`src/rtl/wb_dram_tester.sv`:
```
// Wishbone classic master memory tester: writes NUM_WORDS patterned words from
// a base address, reads them back, and reports mismatches, bus errors and timeouts.
module wb_dram_tester #(
  parameter int WORD_SIZE      = 256,
  parameter int ADDR_WIDTH     = 25,
  parameter int NUM_WORDS      = 16,
  parameter int TIMEOUT_CYCLES = 1024,
  parameter int ERR_WIDTH      = 16
) (
  input  logic                   sys_clk,
  input  logic                   rst_n,
  input  logic                   start,
  input  logic [1:0]             mode,
  input  logic [7:0]             seed,
  input  logic [ADDR_WIDTH-1:0]  base_addr,
  output logic                   busy,
  output logic                   done,
  output logic                   pass,
  output logic                   timeout,
  output logic [ERR_WIDTH-1:0]   err_count,
  output logic [ADDR_WIDTH-1:0]  first_err_addr,
  output logic                   wb_cyc,
  output logic                   wb_stb,
  output logic                   wb_we,
  output logic [ADDR_WIDTH-1:0]  wb_adr,
  output logic [WORD_SIZE-1:0]   wb_dat_w,
  output logic [WORD_SIZE/8-1:0] wb_sel,
  input  logic [WORD_SIZE-1:0]   wb_dat_r,
  input  logic                   wb_ack,
  input  logic                   wb_err,
  output logic [2:0]             state_dbg
);

  // Handshake: cyc/stb/we/adr/dat_w/sel are raised at a request edge and held
  // unchanged until the first edge that sees ack or err (err wins); the bus then
  // idles for at least one cycle before the next request.

  localparam int LANES = WORD_SIZE / 32;
  localparam int IDX_W = (NUM_WORDS > 1) ? $clog2(NUM_WORDS) : 1;
  localparam int TMR_W = $clog2(TIMEOUT_CYCLES + 1);
  localparam logic [IDX_W-1:0] LAST_IDX = IDX_W'(NUM_WORDS - 1);
  localparam logic [TMR_W-1:0] TMR_LAST = TMR_W'(TIMEOUT_CYCLES - 1);
  localparam logic [31:0] LFSR_POLY = 32'h0040_0007;

  typedef enum logic [2:0] {IDLE, WR_REQ, WR_NEXT, RD_REQ, RD_CHECK, FINISH} state_t;

  state_t                 state;
  logic [1:0]             mode_q;
  logic [7:0]             seed_q;
  logic [ADDR_WIDTH-1:0]  base_q;
  logic [IDX_W-1:0]       idx;
  logic [31:0]            lfsr;
  logic [TMR_W-1:0]       timer;
  logic [WORD_SIZE-1:0]   rd_data;
  logic                   skip_cmp;
  logic                   err_seen;

  function automatic logic [31:0] lfsr_init(input logic [7:0] s);
    return (s == 8'd0) ? 32'd1 : {4{s}};
  endfunction

  function automatic logic [31:0] lfsr_step(input logic [31:0] s);
    return {s[30:0], 1'b0} ^ (s[31] ? LFSR_POLY : 32'd0);
  endfunction

  function automatic logic [WORD_SIZE-1:0] pattern(input logic [1:0] m, input logic [7:0] s,
      input logic odd, input logic [ADDR_WIDTH-1:0] a, input logic [31:0] l);
    logic [WORD_SIZE-1:0] w;
    case (m)
      2'd0:    w = {(WORD_SIZE/8){s}};
      2'd1:    w = odd ? ~{(WORD_SIZE/8){s}} : {(WORD_SIZE/8){s}};
      2'd2:    w = {LANES{32'(a)}};
      default: w = {LANES{l}};
    endcase
    return w;
  endfunction

  function automatic logic [ERR_WIDTH-1:0] sat_inc(input logic [ERR_WIDTH-1:0] c);
    return (&c) ? c : c + ERR_WIDTH'(1);
  endfunction

  // wb_adr doubles as the running base+idx, so it is reused for compares and capture.
  logic                  last_word;
  logic                  timed_out;
  logic                  mismatch;
  logic [IDX_W-1:0]      nxt_idx;
  logic [ADDR_WIDTH-1:0] nxt_adr;
  logic [31:0]           nxt_lfsr;

  assign last_word = (idx == LAST_IDX);
  assign timed_out = (timer == TMR_LAST);
  assign nxt_idx   = idx + IDX_W'(1);
  assign nxt_adr   = wb_adr + ADDR_WIDTH'(1);
  assign nxt_lfsr  = lfsr_step(lfsr);
  assign mismatch  = !skip_cmp && (rd_data != pattern(mode_q, seed_q, idx[0], wb_adr, lfsr));
  assign pass      = done && (err_count == '0) && !timeout;
  assign state_dbg = state;

  always_ff @(posedge sys_clk) begin
    if (!rst_n) begin
      state          <= IDLE;
      mode_q         <= '0;
      seed_q         <= '0;
      base_q         <= '0;
      idx            <= '0;
      lfsr           <= '0;
      timer          <= '0;
      rd_data        <= '0;
      skip_cmp       <= 1'b0;
      err_seen       <= 1'b0;
      busy           <= 1'b0;
      done           <= 1'b0;
      timeout        <= 1'b0;
      err_count      <= '0;
      first_err_addr <= '0;
      wb_cyc         <= 1'b0;
      wb_stb         <= 1'b0;
      wb_we          <= 1'b0;
      wb_adr         <= '0;
      wb_dat_w       <= '0;
      wb_sel         <= '0;
    end else begin
      case (state)
        IDLE: begin
          if (start) begin
            mode_q         <= mode;
            seed_q         <= seed;
            base_q         <= base_addr;
            err_count      <= '0;
            first_err_addr <= '0;
            err_seen       <= 1'b0;
            done           <= 1'b0;
            timeout        <= 1'b0;
            busy           <= 1'b1;
            idx            <= '0;
            lfsr           <= lfsr_init(seed);
            timer          <= '0;
            wb_cyc         <= 1'b1;
            wb_stb         <= 1'b1;
            wb_we          <= 1'b1;
            wb_sel         <= '1;
            wb_adr         <= base_addr;
            wb_dat_w       <= pattern(mode, seed, 1'b0, base_addr, lfsr_init(seed));
            state          <= WR_REQ;
          end
        end
        WR_REQ: begin
          if (wb_ack || wb_err) begin
            if (wb_err) err_count <= sat_inc(err_count);
            wb_cyc <= 1'b0;
            wb_stb <= 1'b0;
            wb_we  <= 1'b0;
            wb_sel <= '0;
            state  <= WR_NEXT;
          end else if (timed_out) begin
            wb_cyc  <= 1'b0;
            wb_stb  <= 1'b0;
            wb_we   <= 1'b0;
            wb_sel  <= '0;
            timeout <= 1'b1;
            done    <= 1'b1;
            busy    <= 1'b0;
            state   <= FINISH;
          end else begin
            timer <= timer + TMR_W'(1);
          end
        end
        WR_NEXT: begin
          timer  <= '0;
          wb_cyc <= 1'b1;
          wb_stb <= 1'b1;
          wb_sel <= '1;
          if (last_word) begin
            // Read phase replays the generator from its initial state.
            idx    <= '0;
            lfsr   <= lfsr_init(seed_q);
            wb_adr <= base_q;
            wb_we  <= 1'b0;
            state  <= RD_REQ;
          end else begin
            idx      <= nxt_idx;
            lfsr     <= nxt_lfsr;
            wb_adr   <= nxt_adr;
            wb_we    <= 1'b1;
            wb_dat_w <= pattern(mode_q, seed_q, nxt_idx[0], nxt_adr, nxt_lfsr);
            state    <= WR_REQ;
          end
        end
        RD_REQ: begin
          if (wb_err) begin
            err_count <= sat_inc(err_count);
            if (!err_seen) begin
              first_err_addr <= wb_adr;
              err_seen       <= 1'b1;
            end
            skip_cmp <= 1'b1;
            wb_cyc   <= 1'b0;
            wb_stb   <= 1'b0;
            wb_sel   <= '0;
            state    <= RD_CHECK;
          end else if (wb_ack) begin
            rd_data  <= wb_dat_r;
            skip_cmp <= 1'b0;
            wb_cyc   <= 1'b0;
            wb_stb   <= 1'b0;
            wb_sel   <= '0;
            state    <= RD_CHECK;
          end else if (timed_out) begin
            wb_cyc  <= 1'b0;
            wb_stb  <= 1'b0;
            wb_sel  <= '0;
            timeout <= 1'b1;
            done    <= 1'b1;
            busy    <= 1'b0;
            state   <= FINISH;
          end else begin
            timer <= timer + TMR_W'(1);
          end
        end
        RD_CHECK: begin
          if (mismatch) begin
            err_count <= sat_inc(err_count);
            if (!err_seen) begin
              first_err_addr <= wb_adr;
              err_seen       <= 1'b1;
            end
          end
          if (last_word) begin
            done  <= 1'b1;
            busy  <= 1'b0;
            state <= FINISH;
          end else begin
            idx    <= nxt_idx;
            lfsr   <= nxt_lfsr;
            wb_adr <= nxt_adr;
            timer  <= '0;
            wb_cyc <= 1'b1;
            wb_stb <= 1'b1;
            wb_we  <= 1'b0;
            wb_sel <= '1;
            state  <= RD_REQ;
          end
        end
        FINISH: state <= IDLE;
        default: state <= IDLE;
      endcase
    end
  end

endmodule
```
`config.mk`:
```
export PLATFORM = sky130hd
export DESIGN_NAME = wb_dram_tester
export DESIGN_NICKNAME = d
export VERILOG_FILES = /design/src/rtl/wb_dram_tester.sv
export SDC_FILE = /design/constraint.sdc
export NUM_CORES = 1
export LEC_CHECK = 0
export ABC_AREA = 1
export ABC_CLOCK_PERIOD_IN_PS = 3400
export CAP_MARGIN = 40
export CORE_ASPECT_RATIO = 0.75
export CORE_UTILIZATION = 35
export CTS_CLUSTER_SIZE = 30
export DETAILED_ROUTE_END_ITERATION = 10
export HOLD_SLACK_MARGIN = 0.12
export PLACE_DENSITY = 0.57
export SETUP_SLACK_MARGIN = 0.15
export SLEW_MARGIN = 20
export SYNTH_ARGS = -nofsm -noshare
export SYNTH_HDL_FRONTEND = slang
export SYNTH_SLANG_ARGS = --single-unit
```
`constraint.sdc`:
```
create_clock -name sys_clk -period 3.4 [get_ports sys_clk]
set_input_delay 0.68 -clock sys_clk [delete_from_list [all_inputs] [get_ports sys_clk]]
set_output_delay 0.68 -clock sys_clk [all_outputs]
set_load 0.01 [all_outputs]
```
==> metrics.cfg, run 1 <==
[outcome]
status=finished clean

[setup_path]
crit_family=simple AND/OR/NAND/NOR gates
required_ns=3.91
crit_start=mode_q[0]$_SDFFE_PN0P_
cp_common_cell=nand2_1
regToRegStartpoint=mode_q[0]$_SDFFE_PN0P_
crit_slowest_cell=dfxtp_4
crit_chain=buf_8 > nand2_8 > clkinv_8 > buf_12 > a21oi_4 > buf_4 > nand2_4 > nand2_4 > nand2_1 > a21oi_1 > nand2_1 > nor2_1 > nand2_1 > nor2_1 > nand2_1 > nor2_2 > nand2_2 > nand2_2 > nand2_4 > nand3_4 > clkbuf_16 > nand2_1 > clkinv_1 > nor2_1
end_kind=register
worstPathArrival_ns=3.84
criticalPathCategory=reg -> reg
cp_max_fo=10
start_kind=register
worst-path-buf-inv=6
max_stage_delay_ns=0.36

[place]
place_ws_ns=-0.1774
numPortBuffers=659
gp_congestion=1.015
dp_hpwl_um=87080
place_inst=5408

[drt]
dr.pass1.iters=6
drt_wl_total_um=115000
vias=28760
drt_iter0_drc=2936
wl_per_cell_um=20.81
avgViaCountPerCell=5.202
drc=0
ant_nets=0

[flow_run]
maxCapViolations=0

[global_routing]
grt_max_degree=115
grt-ovfl-total=0
antenna_found_initial=2
first_global_vias=25560
grt_usage_pct=28.37
grt_pass1_wl_um=165500

[final_layout]
mostFrequentLayoutCells=nand2_1, clkdlybuf4s50_1, dfxtp_1
area_delta_synth_final_pct=36.23
final_common_cell=nand2_1
drive_above_1_share_pct=10.31
regArea_um2=9598
multi_input_area_um2=13060
fillCellCount=7411
finalNetCount=4821
layout.cells.non_filler=5529

[power_and_ir_drop]
internal_power_mw=12.30
power_switching_mw=6.831
cellLeakagePower_nw=14.46
irDropWorstVdd_uv=366.8
clkPwrFrac_pct=31.6
power_density_nw_per_um2=530.9
combPwrFrac_pct=34.7
seqPwrFrac_pct=33.7
total_power_mw=19.13
swShare_pct=35.71

[synthesis]
ys_seq_area_share_pct=36.26
syn_nets=4287
yosysWarnings=0
synth-edff-count=0
ys_ff_latch=479
syn_inst=3986
synthFlopType=dfxtp_1
syn_avg_cell_area_um2=6.636
syn_area_um2=26450
async_flop_share_pct=0
synth_top_area_share_pct=36.26
ys_top_cells_by_area=dfxtp_1, nand2_1, a21oi_1
synth_top_area_cell=dfxtp_1
synthDistinctLibCells=50

[timing]
fin_ws_ns=0.07188
hold_violations=0
layout_min_cycle_time_ns=3.328
fin_crit_sh_pct=97.89
max_slew.worst_pin.slew_ns=0.9352
setup_viol=0
fmax_mhz=300.5
rsz0062_at_grt=yes
worst_hold_slack_ns=0.4438
drv_slew=0
slew_headroom_pct=36.86
tns_ns=0
fin_skew_ns=0.02229

[clock_network]
cts_hold_buf=0
clockBufferDepth=3
numCtsBuffers=51
cts_max_level=2
clk-insertion-delay-late_ns=0.62
cts.root.buffer_cell=clkbuf_16
clkSinkCount=479
cts_tree=yes
clkSlewWorstSetupHoldPaths_ns=0.06

[floorplanning]
die_h_um=240.1
dieArea_um2=76680
coreArea_um2=74140
io_pins=660
initial_core_util_pct=35.68
die_w_um=319.4
placementRows=86

[min_path]
worstHoldStart=rst_n
hold_class=in -> reg

-- sequential cells by signal, indices dropped and copies added, names as in the netlist, 2 cells and up --
name and cells:
base_q 25, err_count 16, first_err_addr 25, idx 4, lfsr 32, mode_q 2, rd_data 256, seed_q 8
state_dbg 3, timer 11, wb_adr 25, wb_dat_w 32, wb_sel 32
-- worst register-to-register path: cells and delay by family (launching register included) --
kind            cells  cell delay (ns)
flops               1             0.36
compound gates      2             0.44
buf+inv             6             0.79
simple gates       16             1.62
-- path summary, 6_finish.rpt --
check,slack (ns),endpoint,depth (start not counted)
max,0.07,first_err_addr[5]$_SDFFE_PN0P_,24
min,0.44,rd_data[220]$_SDFFE_PN0P_,3
max reg2reg,0.07,first_err_addr[5]$_SDFFE_PN0P_,24
min reg2reg,0.45,base_q[17]$_SDFFE_PN0P_,2
-- cells by family after synthesis --
logic type               Yosys count  share of synthesized area (%)
buffers and inverters            868                          15.88
AO/OA/AOI/OAI                    958                          19.70
AND/OR/NAND/NOR                 1629                          26.38
adder cells (fa/ha/maj)            5                         0.2365
flip-flops                       479                          36.26
XOR/XNOR                          47                          1.556
-- cell usage after synthesis, types with 3 or more instances --
library cell	instances
nand2_2	41
nor3_1	18
o221ai_1	24
buf_4	232
nor2_2	4
dfxtp_1	479
inv_2	8
buf_6	4
a31o_2	3
clkinv_1	22
nor3b_1	3
buf_2	6
nand2_4	3
a21oi_2	6
o311ai_0	8
buf_1	11
nor4_1	10
or2_2	6
ha_1	5
inv_1	429
nand3_2	23
o21ai_0	386
o211ai_1	36
xor2_1	41
nor2_1	355
o22ai_1	3
nand2_1	857
nand4_1	33
xnor2_1	6
a31oi_1	32
a21oi_1	419
nand3b_1	17
a211oi_1	29
clkbuf_1	153
nand3_1	254
-- final cells by class --
class / instances / area share (%)
repair buffers: 885 / 24.02
clock buffers: 71 / 4.028
multi-input cells: 2643 / 36.25
clock inverters: 21 / 0.8299
well taps: 968 / 3.361
diodes: 2 / 0.01389
inverters: 460 / 4.858
flip-flops and latches: 479 / 26.64
-- what timing repair did --
item | CTS | global route
setup buffers | 3 | 17
cloned | 1 | 5
endpoints found under the setup margin | 42 | 44
resized for setup | 40 | 67
pin swaps | 4 | 9
-- per-layer routing --
metal / vias up / share of wire [%] / global-route usage (%)
li1: 13850 / - / -
met1: 13380 / 43 / 38.73
met2: 1358 / 45 / 45.45
met3: 172 / 8.4 / 4.709
met4: 0 / 3.2 / 9.105
met5: - / 0 / 0
-- power groups by stage --
stage | clock (mW) | sequential (mW) | combinational, mW
after floorplan | 0 | 6.43 | 3.41
after global placement | 0 | 6.55 | 6.24
after detailed placement | 0 | 6.56 | 6.24
after CTS | 6.12 | 6.44 | 6.37
after global routing | 6.35 | 6.48 | 7.12
final | 6.04 | 6.44 | 6.64
-- metrics by stage --
| step | utilization [%] | instance area (um^2) |
|---|---|---|
| after floorplan | - | 26450 |
| after global placement | 45.29 | 33580 |
| after detailed placement | 45.29 | 33580 |
| after CTS | 47.91 | 35520 |
| after global routing | 48.60 | 36030 |
| final | 48.60 | 36030 |
Note: power is estimated with default switching activity, not from simulation.
==> inputs of run 2 (changes only) <==
--- a/config.mk
+++ b/config.mk
@@ -10,10 +10,11 @@
 export CAP_MARGIN = 40
 export CORE_ASPECT_RATIO = 0.75
 export CORE_UTILIZATION = 35
+export CTS_CLUSTER_DIAMETER = 200
 export CTS_CLUSTER_SIZE = 30
 export DETAILED_ROUTE_END_ITERATION = 10
 export HOLD_SLACK_MARGIN = 0.12
-export PLACE_DENSITY = 0.57
+export PLACE_DENSITY = 0.7
 export SETUP_SLACK_MARGIN = 0.15
 export SLEW_MARGIN = 20
 export SYNTH_ARGS = -nofsm -noshare
==> run 2 against run 1 <==
Effect of this change: sequential power barely moved; power fell by 15%; clock skew hardly changed; flip-flop and latch count stayed put; critical path depth did not move; core utilization decreased by 0.92 points; final cell count fell by 1.1%; critical path type unchanged.
==> metrics.cfg, run 2 (same netlist as run 1, synthesis figures left out) <==
[drt]
drt_wl_total_um=111800
dr.pass1.iters=6
drt_iter0_drc=3338
avgViaCountPerCell=5.236
ant_nets=0
wl_per_cell_um=20.43
vias=28640
drc=0

[timing]
setup_viol=0
fmax_mhz=300.9
layout_min_cycle_time_ns=3.323
fin_crit_sh_pct=97.74
worst_hold_slack_ns=0.4629
rsz0062_at_grt=yes
fin_skew_ns=0.02241
hold_violations=0
slew_headroom_pct=43.60
tns_ns=0
fin_ws_ns=0.07669
max_slew.worst_pin.slew_ns=0.8448
drv_slew=0

[final_layout]
utilization_pct=47.68
area_delta_synth_final_pct=33.64
finalNetCount=4799
final_common_cell=nand2_1
drive_above_1_share_pct=11.27
fillCellCount=7379
largest_reg_flops=256
final_cell_area_um2=35350
multi_input_area_um2=13510
largest_register=rd_data
regArea_um2=9598
mostFrequentLayoutCells=nand2_1, clkdlybuf4s50_1, dfxtp_1
layout.cells.non_filler=5470

[floorplanning]
io_pins=660
coreArea_um2=74140
dieArea_um2=76680
die_w_um=319.4
placementRows=86
initial_core_util_pct=35.68
die_h_um=240.1

[power_and_ir_drop]
power_density_nw_per_um2=460.4
irDropWorstVdd_uv=290.2
total_power_mw=16.27
cellLeakagePower_nw=14.03

[setup_path]
crit_slowest_cell=dfxtp_4
max_stage_delay_ns=0.39
crit_chain=buf_8 > nor2_4 > buf_6 > a21oi_4 > nand3_4 > buf_8 > nand3_1 > nand2_1 > a21oi_1 > nand2_1 > nor2_2 > buf_4 > nand2_2 > nor2_1 > nand2_1 > nor2_1 > nand2_2 > nand2_2 > nand2_4 > nand3_4 > clkbuf_16 > nand2_2 > nand2_1 > nor2_1
required_ns=3.89
cp_max_fo=8
end_kind=register
criticalPathCategory=reg -> reg
start_kind=register
worstPathArrival_ns=3.81

[clock_network]
cts_max_level=1
cts.root.buffer_cell=clkbuf_16
cts_tree=yes
clk-insertion-delay-late_ns=0.58
clkSinkCount=479
numCtsBuffers=19
clkSlewWorstSetupHoldPaths_ns=0.13
clockBufferDepth=3

[place]
gp_congestion=1.012
placed_area_um2=33480
dp_hpwl_um=85430
numPortBuffers=659
place_inst=5403
place_ws_ns=-0.3092

[global_routing]
first_global_vias=25510
antenna_found_initial=6
grt_usage_pct=27.33
grt-ovfl-total=0
grt_max_degree=92
grt_pass1_wl_um=160500

[flow_run]
maxCapViolations=0

[min_path]
hold_class=reg -> reg

[outcome]
status=finished clean

## run 2: changes by cell type in the layout (fill, tap and decap cells not counted), moves of 8 or more
cell,before,now
nor2_1,335,308
nand2_1,834,787
clkbuf_1,10,1
nor2_2,20,43
inv_2,7,15
clkbuf_8,10,0
nand3_4,10,18
nand2_2,47,66
buf_6,6,22
nand2_4,19,45
clkbuf_16,53,24
## run 2: area by class of cell
cell class	instances	area share, %
repair inverters	1	0.02478
inverters	460	4.956
clock buffers	20	1.356
diodes	5	0.03540
repair buffers	895	24.83
well taps	968	3.427
multi-input cells	2642	38.22
flip-flops and latches	479	27.15
## run 2: where the power goes
part	internal [mW]	total, mW	switching [mW]
Clock	1.03	2.92	1.89
Sequential	5.95	6.44	0.494
Combinational	3.00	6.91	3.91
## run 2: what timing repair did
item,CTS,global route
pin swaps,3,56
setup endpoints to repair,42,74
setup buffers,10,20
gates cloned,1,10
hold buffers,0,0
gates resized for setup,49,205
## run 2: worst paths after layout
check	start	endpoint	depth (start not counted)	slack, ns
worst min register to register	base_q[21]$_SDFFE_PN0P_	base_q[21]$_SDFFE_PN0P_	2	0.46
worst max-delay path	mode_q[1]$_SDFFE_PN0P_	first_err_addr[6]$_SDFFE_PN0P_	24	0.08
worst max register to register	mode_q[1]$_SDFFE_PN0P_	first_err_addr[6]$_SDFFE_PN0P_	24	0.08
worst min-delay path	base_q[21]$_SDFFE_PN0P_	base_q[21]$_SDFFE_PN0P_	2	0.46
## run 2: metal layers
layer / up-vias / global-route usage, % / part of all wire, %
li1: 13750 / - / -
met1: 13310 / 36.83 / 42
met2: 1387 / 44.50 / 46
met3: 188 / 4.464 / 8.4
met4: 2 / 8.698 / 3.6
met5: - / 0 / 0.016
## run 2: critical path: cells and delay by family, from the launching register on
kind | cells | cell delay (ns)
compound gates | 2 | 0.45
flops | 1 | 0.39
buf+inv | 5 | 0.80
simple gates | 17 | 1.58
